<file path="src/rtl/prog_loader.sv">
// Instruction RAM loader: each debounced key strobe writes the switch word to the
// next sequential address while the processor is held in reset.
module prog_loader #(
  parameter int ADDR_W = 8,
  parameter int DATA_W = 16,
  parameter int DEPTH  = 256
) (
  input  logic              Clock,
  input  logic              Reset,
  input  logic              LoadMode,
  input  logic              Strobe,
  input  logic              Rewind,
  input  logic [DATA_W-1:0] SwData,
  output logic              MemWrEn,
  output logic [ADDR_W-1:0] MemAddr,
  output logic [DATA_W-1:0] MemWrData,
  output logic              CpuHold,
  output logic [DATA_W-1:0] LastWord,
  output logic [ADDR_W:0]   WordCount,
  output logic              Full
);

  localparam logic [ADDR_W:0] DEPTH_CNT = (ADDR_W+1)'(DEPTH);

  typedef enum logic [1:0] {S_IDLE, S_LOAD, S_WRITE, S_FULL} state_t;

  state_t              state, state_next;
  logic [ADDR_W-1:0]   ptr;
  logic [ADDR_W:0]     word_count;
  logic [ADDR_W:0]     count_inc;
  logic [DATA_W-1:0]   wr_data;
  logic [DATA_W-1:0]   last_word;
  logic                full;
  logic                cpu_hold;
  logic                at_depth;

  assign count_inc = word_count + (ADDR_W+1)'(1);
  assign at_depth  = (count_inc == DEPTH_CNT);

  always_ff @(posedge Clock or negedge Reset) begin
    if (!Reset) state <= S_IDLE;
    else        state <= state_next;
  end

  always_comb begin
    state_next = state;
    case (state)
      S_IDLE: begin
        // A full buffer re-entered without a rewind stays in FULL so the pointer cannot run on
        if (LoadMode) state_next = (full && !Rewind) ? S_FULL : S_LOAD;
      end
      S_LOAD: begin
        if (!LoadMode)    state_next = S_IDLE;
        else if (Rewind)  state_next = S_LOAD;
        else if (Strobe)  state_next = S_WRITE;
      end
      S_WRITE: begin
        if (Rewind)         state_next = LoadMode ? S_LOAD : S_IDLE;
        else if (!LoadMode) state_next = S_IDLE;
        else if (at_depth)  state_next = S_FULL;
        else                state_next = S_LOAD;
      end
      S_FULL: begin
        if (Rewind)         state_next = LoadMode ? S_LOAD : S_IDLE;
        else if (!LoadMode) state_next = S_IDLE;
      end
      default: state_next = S_IDLE;
    endcase
  end

  always_ff @(posedge Clock or negedge Reset) begin
    if (!Reset) begin
      ptr        <= '0;
      word_count <= '0;
      wr_data    <= '0;
      last_word  <= '0;
      full       <= 1'b0;
      cpu_hold   <= 1'b0;
    end else begin
      cpu_hold <= (state != S_IDLE);
      if (state == S_LOAD && LoadMode && Strobe && !Rewind)
        wr_data <= SwData;
      if (state == S_WRITE) begin
        last_word  <= wr_data;
        word_count <= count_inc;
        // Pointer saturates on the final word; Full marks the end instead
        if (at_depth) full <= 1'b1;
        else          ptr  <= ptr + ADDR_W'(1);
      end
      // Rewind overrides any increment made by a completing write
      if (Rewind) begin
        ptr        <= '0;
        word_count <= '0;
        full       <= 1'b0;
      end
    end
  end

  assign MemWrEn   = (state == S_WRITE);
  assign MemAddr   = ptr;
  assign MemWrData = wr_data;
  assign CpuHold   = cpu_hold;
  assign LastWord  = last_word;
  assign WordCount = word_count;
  assign Full      = full;

endmodule

</file>
<file path="config.mk">
export PLATFORM = sky130hd
export DESIGN_NAME = prog_loader
export DESIGN_NICKNAME = d
export VERILOG_FILES = /design/src/rtl/prog_loader.sv
export SDC_FILE = /design/constraint.sdc
export NUM_CORES = 1
export LEC_CHECK = 0
export ABC_AREA = 1
export ABC_CLOCK_PERIOD_IN_PS = 2500
export CORE_MARGIN = 2
export CORE_UTILIZATION = 45
export CTS_CLUSTER_SIZE = 14
export DETAILED_ROUTE_END_ITERATION = 8
export PLACE_DENSITY = 0.77
export SLEW_MARGIN = 15
export SYNTH_ARGS = -nofsm -noshare
export SYNTH_HDL_FRONTEND = slang
export SYNTH_SLANG_ARGS = --single-unit
</file>
<file path="constraint.sdc">
create_clock -name Clock -period 2.5 [get_ports Clock]
set_input_delay 0.5 -clock Clock [delete_from_list [all_inputs] [get_ports Clock]]
set_output_delay 0.5 -clock Clock [all_outputs]
set_load 0.03 [all_outputs]
</file>
==> summary.md <==
| Metric | Value |
|---|---|
| Status | complete, no violations |
| Die ar. | 5957 µm² |
| Hold WC Path Type | in2async |
| Pre-CTS WS | ~0.27 ns |
| Top cell type's share of synthesized area | 0.5504 |
| Layout cells sized above 1 | 0.07736 |
| # IOs | between 70 and 80 |
| Number of distinct library cells after synthesis | 28 |
| Critical Path Fanout Max | 4 |
| Setup WS post-layout | 0.4002 ns |
| Fin Clk Skew | slightly below 0.009 ns |
| Largest net degree at the start of global routing | 54 |
| Crit path launch type | flop |
| Clk_lat worst skew | between 0.3 and 0.4 ns |
| Synth area leader | dfrtp_1 |
| Crit share post-route | 0.8399 |
| Net Sw Frac | 0.3679 |
| Design internal power | 1793 µW |
| Critical path, cell by cell | inv_1, nor2_2, clkdlybuf4s50_1 |
| Cells after Synth | roughly 270 |
| Fmax | 476.2 MHz |
| Vias per cell | about 5 |
| Final Setup Violations | 0 |
| Routed Antenna Nets | 0 |
| Die W | 77.18 µm |
| Worst Path Arrival | about 1.6 ns |
| Max Transition Viols Final | 0 |
| Grt ovf | 0 |
| First drt pass iteration count | 4 |
| Initial core utilization | 0.4688 |
| Vias in the first global route | approximately 2,100 |
| Post-synthesis register bit count | 53 |
| Clock period minus worst slack | 2.100 ns |
| Clock slew at reported path FFs | approximately 0.09 ns |
| Die Height | 77.18 µm |
| Normalized max-slew margin | 0.6494 |
| Via count | between 2,000 and 2,500 |
| Placed cells | between 400 and 500 |
| Gp weighted congestion | approximately 0.82 |
| CTS buffer count | 5 |
| Crit Path Category | reg2out |
| CP max stage cell | clkdlybuf4s50_1 |
| Maximum VDD drop | about 0.63 mV |
| Diodes inserted | 0 |
| # DRC | 0 |
| Tot GR Track Use | 0.1959 |
| Setup TNS | 0 ns |
| P_leak | 0.001585 µW |
| Synthesized area | 2410 µm² |
| CTS max path bufs | 2 |
| Final net count | around 370 |
| Sequential Power Share | 0.410 |
| Slowest stage delay, CP | between 0.6 and 0.7 ns |
| Core Util, Final | 0.6492 |
| RSZ-0062 raised after global routing | no |
| # fillers | ~450 |
| TritonCTS clock tree | yes |
| Syn_area_per_cell | 8.827 µm² |
| Root Buffer | clkbuf_8 |
| Combinational share of power | 0.385 |
| Area Overhead vs Synth | 38.47% |
| Drt wl/cell | between 10 and 15 µm |
| Core ar. | 5140 µm² |
| Final HPWL DP | 3961 µm |
| Synth Warn # | 0 |
| H-tree levels | 2 |
| First-pass GRT wire length | just over 9000 µm |
| Post-cts sizing count | 0 |
| Worst EP required | about 2 ns |
| Switching power | between 1000 and 1500 µW |
| PortBufs | about 70 |
| Slew of the pin with the lowest slew margin | approximately 0.52 ns |
| Clock net sink count | 53 |
| Worst reg2reg path depth | 10 |
| Max-Cap Viols | 0 |
| CP endpoint kind | output port |
| Clock power share | 0.205 |
| Initial DRC count | between 100 and 150 |
| Power Density | ~850 nW/µm² |
| Non-filler cells, final | between 400 and 500 |
| Synth area leaders | dfrtp_1, nand2_1, inv_1 |
| Row count | 26 |
| Fin. Hold Viols | 0 |
| # hold bufs at CTS | 0 |
| Register area share after synthesis | 0.5504 |
| Initial antenna violation count | 0 |
| Post-synthesis net count | around 300 |
| Final wirelength | 5496 µm |
| Post-CTS repair timing setup buffer count | 0 |
## path summary, 6_finish.rpt
kind / to / from / slack, ns
hold reg to reg: LastWord[0] / LastWord[0] / 0.49
max in group asynchronous: LastWord[3] / Reset / 2.09
hold / removal: WordCount[6] / Reset / 0.16
min in group Clock: LastWord[0] / LastWord[0] / 0.49
setup reg to reg: MemAddr[4] / WordCount[0] / 0.70
setup / recovery: MemWrEn / state[1] / 0.40
## final cells by class
type / instances / area (µm²) / area share
repair buffers: 77 / 765.7 / 0.2295
flip-flops and latches: 53 / 1326 / 0.3974
clock buffers: 6 / 72.57 / 0.02175
clock inverters: 2 / 38.79 / 0.01162
multi-input cells: 177 / 918.4 / 0.2752
well taps: 70 / 87.58 / 0.02625
inverters: 34 / 127.6 / 0.03825
## cells in the mapped netlist (all sizes together)
| cell type | instances |
|---|---|
| nand2 | 61 |
| dfrtp | 53 |
| inv | 34 |
| nor2 | 28 |
| nand3 | 24 |
| o21ai | 20 |
| a21oi | 16 |
| nand4 | 8 |
| clkbuf | 6 |
| xor2 | 6 |
| buf | 3 |
| mux2 | 3 |
| ha | 2 |
| nor3 | 2 |
| o22ai | 2 |
| a41oi | 1 |
| nor3b | 1 |
| o21bai | 1 |
| o31ai | 1 |
| xnor2 | 1 |
## layer usage
| metal | wire [µm] | share of wire | GRT usage |
|---|---|---|---|
| met4 | 135 | 0.025 | 0.1036 |
| met2 | 2685 | 0.49 | 0.3243 |
| met5 | 0 | 0 | 0 |
| met1 | 2420 | 0.44 | 0.2438 |
| met3 | 255 | 0.046 | 0.03529 |
## power groups by stage
stage	Clock, µW	Sequential [µW]	Combinational, µW
after floorplan	0	1560	199
after global routing	620	1190	1180
after global placement	0	1180	1080
after detailed placement	0	1180	1100
final	580	1160	1090
after CTS	596	1170	1110
## cell usage in the layout (no fill, tap or decap), drive strengths merged, types with 2 or more instances in the layout
| master | count |
|---|---|
| a21oi | 16 |
| buf | 6 |
| clkbuf | 6 |
| clkdlybuf4s50 | 71 |
| dfrtp | 53 |
| ha | 2 |
| inv | 34 |
| mux2 | 3 |
| nand2 | 61 |
| nand3 | 24 |
| nand4 | 8 |
| nor2 | 28 |
| nor3 | 2 |
| o21ai | 20 |
| o22ai | 2 |
| xor2 | 6 |
## flip-flops by register name (all words and copies together), names as in the netlist
| register | flops |
|---|---|
| state | 2 |
| MemAddr | 8 |
| Full | 1 |
| CpuHold | 1 |
| LastWord | 16 |
| MemWrData | 16 |
| WordCount | 9 |
## worst max-delay path: cells and delay by family, from the launching register on
kind	cells	cell delay, ns
DFF	1	0.40
buffers and inverters	2	0.78
and+or+nand+nor	1	0.11
## logic make-up after synthesis
kind of cell | Yosys count | share of synthesized area
AO/OA/AOI/OAI | 41 | 0.08982
XOR/XNOR | 7 | 0.02544
adder cells (fa/ha/maj) | 2 | 0.01038
buffers and inverters | 43 | 0.06853
flip-flops | 53 | 0.5504
multiplexers | 3 | 0.01402
AND/OR/NAND/NOR | 124 | 0.2414
## stage by stage
stage	power [µW]	cell area [µm²]	hold WS, ns
3_5_place_dp	2283	3226	0.4631
6_report	2837	3337	0.1649
5_1_grt	2990	3337	0.1901
3_3_place_gp	2258	3226	0.4601
2_1_floorplan	1757	2410	0.2044
4_1_cts	2869	3337	0.1800
(Power assumes the default switching activity.)
